`src/rtl/w2_stream_loader.sv`:
```
// Load sequencer for the two-layer classifier: streams the pixel vector and
// layer-2 weight rows into SRAM and gates the compute controller's reset.
module w2_stream_loader #(
  parameter int DW      = 16,
  parameter int ROW_LEN = 16,
  parameter int AW      = 4,
  parameter int N_ROWS  = 10
) (
  input  logic          clk,
  input  logic          reset,
  input  logic          go,
  input  logic          pix_valid,
  output logic          pix_ready,
  input  logic          host_valid,
  input  logic [DW-1:0] host_data,
  output logic          host_ready,
  output logic          in_we,
  output logic          w2_we,
  output logic [AW-1:0] w2_addr,
  output logic [DW-1:0] w2_data,
  input  logic          next_row,
  input  logic          core_done,
  output logic          core_reset,
  output logic          busy,
  output logic          done,
  output logic          err_underrun
);

  localparam int RW = $clog2(N_ROWS + 1);

  typedef enum logic [2:0] {
    IDLE,
    LOAD_PIX,
    LOAD_ROW0,
    RUN,
    REFILL,
    FINISH
  } state_t;

  state_t        state_reg, state_next;
  logic [AW-1:0] word_cnt_reg, word_cnt_next;
  logic [RW-1:0] rows_loaded_reg, rows_loaded_next;
  logic [RW-1:0] rows_inc;
  logic          err_reg, err_next;
  logic          core_reset_reg, core_reset_next;
  logic          word_accept;
  logic          last_word;
  logic          rows_full;

  assign word_accept = host_valid & host_ready;
  assign last_word   = (word_cnt_reg == AW'(ROW_LEN - 1));
  assign rows_inc    = rows_loaded_reg + RW'(1);
  assign rows_full   = (rows_loaded_reg == RW'(N_ROWS));

  always_ff @(posedge clk or posedge reset) begin
    if (reset) begin
      state_reg       <= IDLE;
      word_cnt_reg    <= '0;
      rows_loaded_reg <= '0;
      err_reg         <= 1'b0;
      core_reset_reg  <= 1'b1;
    end else begin
      state_reg       <= state_next;
      word_cnt_reg    <= word_cnt_next;
      rows_loaded_reg <= rows_loaded_next;
      err_reg         <= err_next;
      core_reset_reg  <= core_reset_next;
    end
  end

  always_comb begin
    state_next       = state_reg;
    word_cnt_next    = word_cnt_reg;
    rows_loaded_next = rows_loaded_reg;
    err_next         = err_reg;
    pix_ready        = 1'b0;
    host_ready       = 1'b0;

    case (state_reg)
      IDLE: begin
        if (go) begin
          state_next       = LOAD_PIX;
          err_next         = 1'b0;
          rows_loaded_next = '0;
          word_cnt_next    = '0;
        end
      end

      LOAD_PIX: begin
        pix_ready = 1'b1;
        if (pix_valid) begin
          state_next = LOAD_ROW0;
        end
      end

      LOAD_ROW0: begin
        host_ready = 1'b1;
        if (host_valid) begin
          word_cnt_next = word_cnt_reg + AW'(1);
          if (last_word) begin
            rows_loaded_next = rows_inc;
            state_next       = RUN;
          end
        end
      end

      RUN: begin
        if (core_done) begin
          state_next = FINISH;
        end else if (next_row && !rows_full) begin
          state_next = REFILL;
        end
      end

      REFILL: begin
        host_ready = 1'b1;
        if (core_done) begin
          // Controller finished while a row was still in flight: abandon it.
          state_next    = FINISH;
          err_next      = 1'b1;
          word_cnt_next = '0;
        end else if (host_valid && last_word) begin
          // A request landing with the final word chains straight into the next refill.
          word_cnt_next    = '0;
          rows_loaded_next = rows_inc;
          if (next_row && (rows_inc < RW'(N_ROWS))) begin
            state_next = REFILL;
          end else begin
            state_next = RUN;
          end
        end else begin
          if (host_valid) begin
            word_cnt_next = word_cnt_reg + AW'(1);
          end
          if (next_row) begin
            err_next = 1'b1;
          end
        end
      end

      FINISH: begin
        state_next = IDLE;
      end

      default: begin
        state_next = IDLE;
      end
    endcase
  end

  assign core_reset_next = !((state_next == RUN) || (state_next == REFILL));

  assign in_we        = pix_valid & pix_ready;
  assign w2_we        = word_accept;
  assign w2_addr      = word_cnt_reg;
  assign busy         = (state_reg != IDLE);
  assign done         = (state_reg == FINISH);
  assign err_underrun = err_reg;
  assign core_reset   = core_reset_reg;

  genvar gi;
  generate
    for (gi = 0; gi < DW; gi++) begin : g_data_gate
      assign w2_data[gi] = host_data[gi] & host_ready;
    end
  endgenerate

endmodule

```
`config.mk`:
```
export PLATFORM = sky130hd
export DESIGN_NAME = w2_stream_loader
export DESIGN_NICKNAME = d
export VERILOG_FILES = /design/src/rtl/w2_stream_loader.sv
export SDC_FILE = /design/constraint.sdc
export NUM_CORES = 1
export LEC_CHECK = 0
export BUFFER_PORTS_ARGS = -buffer_cell sky130_fd_sc_hd__buf_2
export CAP_MARGIN = 20
export CELL_PAD_IN_SITES_DETAIL_PLACEMENT = 1
export CELL_PAD_IN_SITES_GLOBAL_PLACEMENT = 1
export CORE_UTILIZATION = 31
export DETAILED_ROUTE_END_ITERATION = 8
export GPL_ROUTABILITY_DRIVEN = 1
export PLACE_DENSITY_LB_ADDON = 0.1
export SLEW_MARGIN = 20
export SYNTH_ARGS = -nofsm -noshare
export SYNTH_HDL_FRONTEND = slang
export SYNTH_SLANG_ARGS = --single-unit
```
`constraint.sdc`:
```
create_clock -name clk -period 2.3 [get_ports clk]
set_input_delay 0.115 -clock clk [delete_from_list [all_inputs] [get_ports clk]]
set_output_delay 0.115 -clock clk [all_outputs]
set_load 0.005 [all_outputs]
```
==> results.md, run 1 <==
- Endpoint arrival time on the critical path: 2.15 ns
- CTS tree: yes
- Cell area after placement: 0.00128 mm2
- List of most frequent post-synthesis cells: sky130_fd_sc_hd__and2_1 (18), sky130_fd_sc_hd__dfrtp_1 (12), sky130_fd_sc_hd__nor2_1 (11), sky130_fd_sc_hd__nand2_1 (8), sky130_fd_sc_hd__o21ai_0 (7)
- End point of the most critical hold path: err_underrun$_DFFE_PP0P_
- Sink Count: 13
- Setup CP Type: reg2reg
- Hold Startpoint: go
- Origin of the critical flop-to-flop path: rows_loaded_reg[0]$_DFFE_PP0P_
- VDD IR-drop max: 0.000329 V
- Number of top-level pins: 51
- Synth area leaders: sky130_fd_sc_hd__dfrtp_1 (31%), sky130_fd_sc_hd__and2_1 (11%), sky130_fd_sc_hd__nor2_1 (4.2%), sky130_fd_sc_hd__ha_1 (3.8%), sky130_fd_sc_hd__o21ai_0 (3.6%)
- Ant. Diodes: 0
- Worst-path clk slew: 0.08 ns
- Most common cell in the netlist: sky130_fd_sc_hd__and2_1
- Input/output buffers: 50
- # setup viols final: 0
- Net Switching: 0.592 mW
- Chip height: 58.3 um
- Biggest fanout along the worst timing path: 7
- Delay of the slowest cell on the worst path: 0.45 ns
- Top FF cell, synth: sky130_fd_sc_hd__dfrtp_1
- Die area: 0.00340 mm2
- Instance count of the mapped netlist: 118
- Gp weighted congestion: 0.743
- Final period util: 85.3%
- Required time worst endpoint: 2.49 ns
- Proportion of power drawn by flip-flops and latches: 31.7%
- All-layer global routing usage: 17.3%
- Max-slew headroom: 59.8%
- CTS buffer count: 3
- Combinational Power Share: 57.6%
- Drt total wl: 2770 um
- DIE WIDTH: 58.3 um
- Residual DRC count: 0
- Number of global-route vias before repair: 1025
- Avg Inst Size Synth: 8.33 um2
- Fraction of post-synthesis cell area in the top cell type by area: 30.5%
- Cell at the slowest stage of the critical path: sky130_fd_sc_hd__dfrtp_1
- Syn_nets: 144
- Fraction of power spent switching nets: 44.9%
- Buffers inserted by post-CTS timing repair: 0
- Post-Syn Area: 983 um2
- Placeable core area: 0.00303 mm2
- Area Overhead vs Synth: 33.5%
- Number of warning messages in the yosys log: 0
- Maximum Capacitance Violations: 0
- DP Wirelength: 2250 um
- 1st-pass router iterations: 4
- Total global routing overflow: 0
- Remaining number of nets flagged by the antenna check after routing: 0
- Number of register bits inferred by synthesis: 13
- Number of levels the H-tree was split into: 1
- Clk buf depth: 2
- Wire length of the first global-routing pass: 4530 um
- Clock root buffer: sky130_fd_sc_hd__clkbuf_4
- Share of synthesized area occupied by flip-flops and latches: 33.2%
- Total negative slack for setup checks: 0 ns
- Measured slew at the worst slew-check pin: 0.602 ns
- Hold violation total from the final report: 0
- Final Net Count: 197
- Fin crit period: 1.96 ns
- Initial DRC Count: 45
- Number of cells traversed by the worst hold path: 4
- Layout cell share with drive strength beyond 1: 36.5%
- Crit-path cells: inv_1 > ha_1 > a32o_1 > a211o_1 > a211oi_2 > a31o_2 > mux2i_1
- Count of flip-flops with a built-in enable after synthesis: 0
- # hold bufs at CTS: 1
- Antenna violations before repair: 0
- Maximum number of pins on one net before global-route repair: 20
- Vias after detailed routing: 1052
- Synth area leader: sky130_fd_sc_hd__dfrtp_1
- Async set-reset flop share out of synthesis: 100%
- Lkg Pwr: 0.682 nW
- Startpoint types: flop
- Hold WC Path Type: in2reg
- FMAX: 510 MHz
- Unique cell type count in the Yosys netlist: 43
- Via-per-instance ratio: 4.92
- Effective utilization at floorplan: 32.5%
- Register-to-register setup slack: 0.34 ns
- Pwr Density: 1010 mW/mm2
- DR WL/cell: 13.0 um
- Capturing point of the worst reg2reg path: core_reset$_DFF_PP1_
- Clock skew after layout: 0.00316 ns
- Clk Latency, worst-skew pair: 0.27 ns
- Share of power burned in the clock network: 10.7%
- Type of element capturing the critical path: flop
- Max-slew violation total from the final report: 0
- Run status: complete, no violations
- Internal power: 0.727 mW
- Setup repair after global routing missed its margin: no
- Post-CTS resize count: 0
- Number of cell instances on the worst register-to-register path: 7
- Placement Rows: 20
- Post-route cell area: 0.00131 mm2
-- power groups by stage --
stage / registers (mW) / clock network (mW) / logic (mW)
after CTS: 0.418 / 0.150 / 0.775
after floorplan: 0.361 / 0 / 0.538
after detailed placement: 0.422 / 0 / 0.769
after global routing: 0.436 / 0.167 / 0.859
after global placement: 0.415 / 0 / 0.742
final: 0.418 / 0.141 / 0.760
-- worst max-delay path, delay by kind of cell (launching register included) --
family | cells | cell delay, ns
AO/OA/AOI/OAI | 4 | 0.97
multiplexers | 1 | 0.07
flip-flops | 1 | 0.45
buffers and inverters | 1 | 0.07
adder cells (fa/ha/maj) | 1 | 0.32
-- cell type report --
| class | count | area, um2 |
|---|---|---|
| clock buffers | 4 | 26.3 |
| fillers | 394 | 1720 |
| inverters | 6 | 22.5 |
| multi-input cells | 95 | 614 |
| flip-flops and latches | 13 | 327 |
| well taps | 44 | 55.1 |
| repair buffers | 52 | 268 |
-- layout by cell type (no fill, tap or decap), types with 2 or more instances in the layout --
cell and n:
sky130_fd_sc_hd__and2_1 18, sky130_fd_sc_hd__mux2i_1 2, sky130_fd_sc_hd__nand2b_1 4, sky130_fd_sc_hd__nand2_1 8, sky130_fd_sc_hd__nor3_1 4, sky130_fd_sc_hd__inv_1 5
sky130_fd_sc_hd__nand4_1 2, sky130_fd_sc_hd__a31oi_1 2, sky130_fd_sc_hd__clkbuf_4 3, sky130_fd_sc_hd__a21oi_1 5, sky130_fd_sc_hd__o21ai_1 4, sky130_fd_sc_hd__o21ai_0 7
sky130_fd_sc_hd__ha_1 3, sky130_fd_sc_hd__buf_2 50, sky130_fd_sc_hd__nor2_1 11, sky130_fd_sc_hd__dfrtp_1 12, sky130_fd_sc_hd__xor2_1 2
-- how the worst max path moves through the flow --
| stage | cells after the start | slack (ns) | from | to |
|---|---|---|---|---|
| final | 7 | 0.34 | rows_loaded_reg[0]$_DFFE_PP0P_ | core_reset$_DFF_PP1_ |
| after global routing | 5 | 0.20 | state_reg[2]$_DFF_PP0_ | w2_data[2] |
| after CTS | 7 | 0.32 | rows_loaded_reg[0]$_DFFE_PP0P_ | core_reset$_DFF_PP1_ |
| after detailed placement | 7 | 0.34 | rows_loaded_reg[0]$_DFFE_PP0P_ | core_reset$_DFF_PP1_ |
| after global placement | 7 | 0.40 | rows_loaded_reg[0]$_DFFE_PP0P_ | core_reset$_DFF_PP1_ |
| after floorplan | 7 | 0.48 | rows_loaded_reg[0]$_DFFE_PP0P_ | core_reset$_DFF_PP1_ |
-- stage by stage --
| step | instances | hold slack, ns | setup WS (ns) | total power, mW | util, % |
|---|---|---|---|---|---|
| 2_1_floorplan | 118 | -0.00876 | 0.477 | 0.899 | - |
| 3_3_place_gp | 209 | 0.170 | 0.399 | 1.16 | 42.1 |
| 3_5_place_dp | 209 | 0.178 | 0.339 | 1.19 | 42.1 |
| 4_1_cts | 214 | 0.157 | 0.322 | 1.34 | 43.3 |
| 5_1_grt | 214 | 0.169 | 0.200 | 1.46 | 43.3 |
| 6_report | 214 | 0.160 | 0.337 | 1.32 | 43.3 |
-- per-layer routing --
| metal | vias up | routed length, um | global-route usage, % |
|---|---|---|---|
| met4 | 0 | 0 | 3.06 |
| li1 | 520 | - | - |
| met5 | - | 0 | 0 |
| met3 | 0 | 165 | 3.96 |
| met2 | 36 | 1290 | 27.9 |
| met1 | 496 | 1320 | 24.0 |
-- cell families after synthesis --
logic type / synth area share (%)
AO/OA/AOI/OAI: 20.4
XOR/XNOR: 2.67
adder cells (fa/ha/maj): 3.82
buffers and inverters: 4.33
flip-flops: 33.2
multiplexers: 2.04
AND/OR/NAND/NOR: 33.6
(Power assumes the default switching activity.)
==> run 2, diff against run 1 <==
CELL_PAD_IN_SITES_DETAIL_PLACEMENT = default   (was 1)
CELL_PAD_IN_SITES_GLOBAL_PLACEMENT = default   (was 1)
CORE_UTILIZATION = 44   (was 31)
CTS_CLUSTER_DIAMETER = 40   (was default)
PLACE_DENSITY = 0.78   (was default)
PLACE_DENSITY_LB_ADDON = default   (was 0.1)
==> results.md, run 2 (synthesis results as in run 1) <==
- DIE WIDTH: 49.3 um (was 58.3 um)
- Clock root buffer: sky130_fd_sc_hd__clkbuf_4 (unchanged)
- Layout cell share with drive strength beyond 1: 36.1% (was 36.5%)
- Ant. Diodes: 0 (unchanged)
- Clk Latency, worst-skew pair: 0.27 ns (about the same)
- Placement Rows: 16 (was 20)
- Lkg Pwr: 0.677 nW (was 0.682 nW)
- Run status: complete, no violations (unchanged)
- Maximum Capacitance Violations: 0 (unchanged)
- Commonest non-fill, non-tap cells in the layout: sky130_fd_sc_hd__buf_2 (50), sky130_fd_sc_hd__and2_1 (18), sky130_fd_sc_hd__dfrtp_1 (12) (unchanged)
- Worst-path clk slew: 0.07 ns (was 0.08 ns)
- Number of levels the H-tree was split into: 1 (unchanged)
- Input/output buffers: 50 (unchanged)
- Number of top-level pins: 51 (unchanged)
- CTS buffer count: 3 (unchanged)
- Number of global-route vias before repair: 881 (was 1025)
- Area Overhead vs Synth: 30.5% (was 33.5%)
- VDD IR-drop max: 0.000932 V (was 0.000329 V)
- DP Wirelength: 1910 um (was 2250 um)
- Sequential cell area in the final layout: 327 um2 (unchanged)
- Post-layout total power: 1.28 mW (was 1.32 mW)
- Clock skew after layout: 0.00371 ns (was 0.00316 ns)
- Placeable core area: 0.00202 mm2 (was 0.00303 mm2)
- 1st-pass router iterations: 6 (was 4)
- Area of the multi-input gates: 614 um2 (unchanged)
- Drt total wl: 2450 um (was 2770 um)
- Startpoint types: flop (unchanged)
- Effective utilization at floorplan: 48.6% (was 32.5%)
- Vias after detailed routing: 1036 (was 1052)
- Buffers inserted by post-CTS timing repair: 0 (unchanged)
- Leading cell type in the layout, fill and taps excluded: sky130_fd_sc_hd__buf_2 (unchanged)
- Hold WC Path Type: in2reg (unchanged)
- Number of fill cells: 184 (was 394)
- Biggest fanout along the worst timing path: 19 (was 7)
- # setup viols final: 0 (unchanged)
- Remaining number of nets flagged by the antenna check after routing: 0 (unchanged)
- Maximum number of pins on one net before global-route repair: 20 (unchanged)
- Initial DRC Count: 35 (was 45)
- Hold Worst Slack: 0.169 ns (was 0.160 ns)
- Fin crit period: 1.97 ns (was 1.96 ns)
- Wire length of the first global-routing pass: 3750 um (was 4530 um)
- Endpoint arrival time on the critical path: 1.86 ns (was 2.15 ns)
- Residual DRC count: 0 (unchanged)
- DR WL/cell: 12.5 um (was 13.0 um)
- Required time worst endpoint: 2.18 ns (was 2.49 ns)
- Antenna violations before repair: 0 (unchanged)
- Final core occ: 63.5% (was 43.3%)
- Via-per-instance ratio: 5.29 (was 4.92)
- Setup repair after global routing missed its margin: no (unchanged)
- Gp weighted congestion: 0.842 (was 0.743)
- FMAX: 507 MHz (was 510 MHz)
- Final period util: 85.7% (was 85.3%)
- Total global routing overflow: 0 (unchanged)
- Sink Count: 13 (unchanged)
- Max-slew headroom: 62.1% (was 59.8%)
- Setup CP Type: reg2out (was reg2reg)
- Max-slew violation total from the final report: 0 (unchanged)
- Pwr Density: 1000 mW/mm2 (was 1010 mW/mm2)
- Hold violation total from the final report: 0 (unchanged)
- Measured slew at the worst slew-check pin: 0.567 ns (was 0.602 ns)
- All-layer global routing usage: 19.8% (was 17.3%)
- Chip height: 49.3 um (was 58.3 um)
- Clk buf depth: 2 (unchanged)
- Final Net Count: 196 (was 197)
- Die area: 0.00243 mm2 (was 0.00340 mm2)
- Type of element capturing the critical path: primary output (was flop)
- CTS tree: yes (unchanged)
- Total negative slack for setup checks: 0 ns (unchanged)
[run 2: what timing repair did]
action,in CTS,in global routing
endpoints found under the hold margin,12,0
hold buffers,1,0
resized for setup,0,0
setup endpoints to repair,0,0
[run 2: routing by layer]
| metal | wire length [um] | GRT usage, % | vias to the layer above | part of all wire [%] |
|---|---|---|---|---|
| met5 | 0 | 0 | - | 0 |
| met4 | 41 | 8.33 | 0 | 1.7 |
| met3 | 163 | 3.43 | 6 | 6.6 |
| met2 | 1180 | 31.7 | 46 | 48 |
| met1 | 1070 | 25.8 | 468 | 44 |
| li1 | - | - | 516 | - |
[run 2: cell type report]
type,count,share of cell area [%]
Multi-Input combinational cell,95,47.9
Sequential cell,13,25.4
Clock buffer,4,2.05
Tap cell,27,2.63
Timing Repair Buffer,51,20.3
Inverter,6,1.75
[run 2: worst max-delay path, stage by stage, from the launching register on]
cell and delay [ns]:
sky130_fd_sc_hd__dfrtp_1 0.55, sky130_fd_sc_hd__nand2b_1 0.28, sky130_fd_sc_hd__a21o_1 0.23, sky130_fd_sc_hd__inv_2 0.22, sky130_fd_sc_hd__and2_1 0.17, sky130_fd_sc_hd__buf_2 0.12
[run 2: worst paths after layout]
kind,slack (ns),to,depth (start not counted),from
min,0.17,err_underrun$_DFFE_PP0P_,4,go
min reg2reg,0.49,err_underrun$_DFFE_PP0P_,2,err_underrun$_DFFE_PP0P_
max,0.33,w2_data[4],5,state_reg[2]$_DFF_PP0_
max reg2reg,0.35,core_reset$_DFF_PP1_,7,rows_loaded_reg[0]$_DFFE_PP0P_
max in group asynchronous,1.55,core_reset$_DFF_PP1_,3,reset
min in group asynchronous,0.40,state_reg[1]$_DFF_PP0_,3,reset
[run 2: metrics by stage]
step / setup WS, ns / instance area [um2] / instances
after floorplan: 0.477 / 983 / 118
after global placement: 0.415 / 1250 / 191
after detailed placement: 0.358 / 1250 / 191
after CTS: 0.347 / 1280 / 196
after global routing: 0.216 / 1280 / 196
final: 0.329 / 1280 / 196
[run 2: power breakdown]
part	switching [mW]	internal (mW)
combinational	0.371	0.354
sequential	0.126	0.297
clock	0.0696	0.0672
==> run 3, diff against run 2 <==
CTS_CLUSTER_SIZE = 14   (was default)
PLACE_DENSITY = 0.88   (was 0.78)
==> results.md, run 3 (synthesis results as in run 1) <==
- Run status: complete, no violations (unchanged)
- Chip height: 49.3 um (unchanged)
- Lkg Pwr: 0.677 nW (unchanged)
- Die area: 0.00243 mm2 (unchanged)
- All-layer global routing usage: 21.1% (was 19.8%)
- Biggest fanout along the worst timing path: 7 (was 19)
- CTS buffer count: 3 (unchanged)
- Number of top-level pins: 51 (unchanged)
- DIE WIDTH: 49.3 um (unchanged)
- Maximum number of pins on one net before global-route repair: 20 (unchanged)
- Number of cells traversed by the worst hold path: 4 (unchanged)
- Area Overhead vs Synth: 30.5% (unchanged)
- Number of cell instances on the worst register-to-register path: 7 (unchanged)
- Number of global-route vias before repair: 1008 (was 881)
- Max-slew violation total from the final report: 0 (unchanged)
- FMAX: 504 MHz (was 507 MHz)
- Critical Path Start: rows_loaded_reg[0]$_DFFE_PP0P_ (was state_reg[2]$_DFF_PP0_)
- Antenna violations before repair: 0 (unchanged)
- Total global routing overflow: 0 (unchanged)
- Via-per-instance ratio: 5.41 (was 5.29)
- Post-Layout Cell Count: 196 (unchanged)
- Clock root buffer: sky130_fd_sc_hd__clkbuf_4 (unchanged)
- Input/output buffers: 50 (unchanged)
- Required time worst endpoint: 2.50 ns (was 2.18 ns)
- Placeable core area: 0.00202 mm2 (unchanged)
- Worst-path clk slew: 0.08 ns (was 0.07 ns)
- Placement Rows: 16 (unchanged)
- Origin of the critical flop-to-flop path: rows_loaded_reg[0]$_DFFE_PP0P_ (unchanged)
- Startpoint types: flop (unchanged)
- DR WL/cell: 12.4 um (was 12.5 um)
- CTS tree: yes (unchanged)
- Gp weighted congestion: 0.825 (was 0.842)
- Hold Worst Slack: 0.149 ns (was 0.169 ns)
- Residual DRC count: 0 (unchanged)
- Drt total wl: 2430 um (was 2450 um)
- Endpoint arrival time on the critical path: 2.18 ns (was 1.86 ns)
- Remaining number of nets flagged by the antenna check after routing: 0 (unchanged)
- # setup viols final: 0 (unchanged)
- Measured slew at the worst slew-check pin: 0.608 ns (was 0.567 ns)
- Pwr Density: 1010 mW/mm2 (was 1000 mW/mm2)
- Vias after detailed routing: 1060 (was 1036)
- Initial DRC Count: 28 (was 35)
- Clock skew after layout: 0.00494 ns (was 0.00371 ns)
- Sink Count: 13 (unchanged)
- 1st-pass router iterations: 4 (was 6)
- Hold WC Path Type: in2reg (unchanged)
- Post-layout total power: 1.29 mW (was 1.28 mW)
- Crit path to: core_reset$_DFF_PP1_ (was w2_data[4])
- Final period util: 86.3% (was 85.7%)
- Effective utilization at floorplan: 48.6% (unchanged)
- Number of instances in the placed design: 191 (unchanged)
- Final Net Count: 196 (unchanged)
- Type of element capturing the critical path: flop (was primary output)
- VDD IR-drop max: 0.000683 V (was 0.000932 V)
- Hold violation total from the final report: 0 (unchanged)
- Setup CP Type: reg2reg (was reg2out)
- Leading cell type in the layout, fill and taps excluded: sky130_fd_sc_hd__buf_2 (unchanged)
- Wire length of the first global-routing pass: 4070 um (was 3750 um)
- Number of levels the H-tree was split into: 1 (unchanged)
- DP Wirelength: 1900 um (was 1910 um)
- Setup repair after global routing missed its margin: no (unchanged)
- Max-slew headroom: 59.4% (was 62.1%)
- Fin crit period: 1.98 ns (was 1.97 ns)
- Clk Latency, worst-skew pair: 0.27 ns (about the same)
- Layout cell share with drive strength beyond 1: 36.1% (unchanged)
- Ant. Diodes: 0 (unchanged)
- Clk buf depth: 2 (unchanged)
- Maximum Capacitance Violations: 0 (unchanged)
- Commonest non-fill, non-tap cells in the layout: sky130_fd_sc_hd__buf_2 (50), sky130_fd_sc_hd__and2_1 (18), sky130_fd_sc_hd__dfrtp_1 (12) (unchanged)
- Total negative slack for setup checks: 0 ns (unchanged)
- Register-to-register setup slack: 0.32 ns (was 0.35 ns)
- Capturing point of the worst reg2reg path: core_reset$_DFF_PP1_ (unchanged)
- Worst slack, placed: 0.320 ns (was 0.358 ns)
- Post-route setup slack: 0.315 ns (was 0.329 ns)
## run 3: cell counts in the layout (fill, tap and decap cells not counted)
No cell type changed its count.
## run 3: worst max-delay path, stage by stage (launching register included)
cell and delay [ns]:
sky130_fd_sc_hd__dfrtp_1 0.45, sky130_fd_sc_hd__inv_1 0.07, sky130_fd_sc_hd__ha_1 0.33, sky130_fd_sc_hd__a32o_1 0.22, sky130_fd_sc_hd__a211o_1 0.31, sky130_fd_sc_hd__a211oi_2 0.26
sky130_fd_sc_hd__o21bai_1 0.11, sky130_fd_sc_hd__mux2i_1 0.16
## run 3: cell type report
| type | count | area (um2) |
|---|---|---|
| clock buffer | 4 | 26.3 |
| timing repair buffer | 51 | 260 |
| multi-input combinational | 95 | 614 |
| inverter | 6 | 22.5 |
| tap | 27 | 33.8 |
| sequential | 13 | 327 |
| fill | 182 | 738 |
## run 3: stage by stage
step / cell area (um2) / util (%)
global placement: 1250 / 61.7
finish: 1280 / 63.5
floorplan: 983 / -
CTS: 1280 / 63.5
global route: 1280 / 63.5
detailed placement: 1250 / 61.7
## run 3: how the worst min path moves through the flow
stage                from                  endpoint  slack, ns
floorplan           reset  err_underrun$_DFFE_PP0P_     -0.009
global placement    reset    w2_addr[1]$_DFFE_PP0P_       0.14
detailed placement  reset    w2_addr[1]$_DFFE_PP0P_       0.15
CTS                    go  err_underrun$_DFFE_PP0P_       0.15
global route           go  err_underrun$_DFFE_PP0P_       0.19
finish                 go  err_underrun$_DFFE_PP0P_       0.15
## run 3: what timing repair did
item	CTS	global route
endpoints found under the hold margin	12	0
buffers inserted	0	0
hold buffers	1	0
gates resized for setup	0	0
## run 3: routing by layer
layer | global-route usage (%) | vias to the layer above | share of wire (%)
li1 | - | 518 | -
met1 | 25.5 | 473 | 40
met2 | 36.8 | 63 | 50
met3 | 1.56 | 6 | 7.9
met4 | 11.8 | 0 | 1.4
met5 | 0 | - | 0
## run 3: where the power goes
| part | total, mW | internal [mW] | switching, mW | leakage [nW] |
|---|---|---|---|---|
| logic | 0.725 | 0.353 | 0.372 | 0.490 |
| registers | 0.430 | 0.297 | 0.133 | 0.171 |
| clock network | 0.136 | 0.0672 | 0.0686 | 0.0150 |
| total | 1.29 | 0.717 | 0.573 | 0.677 |
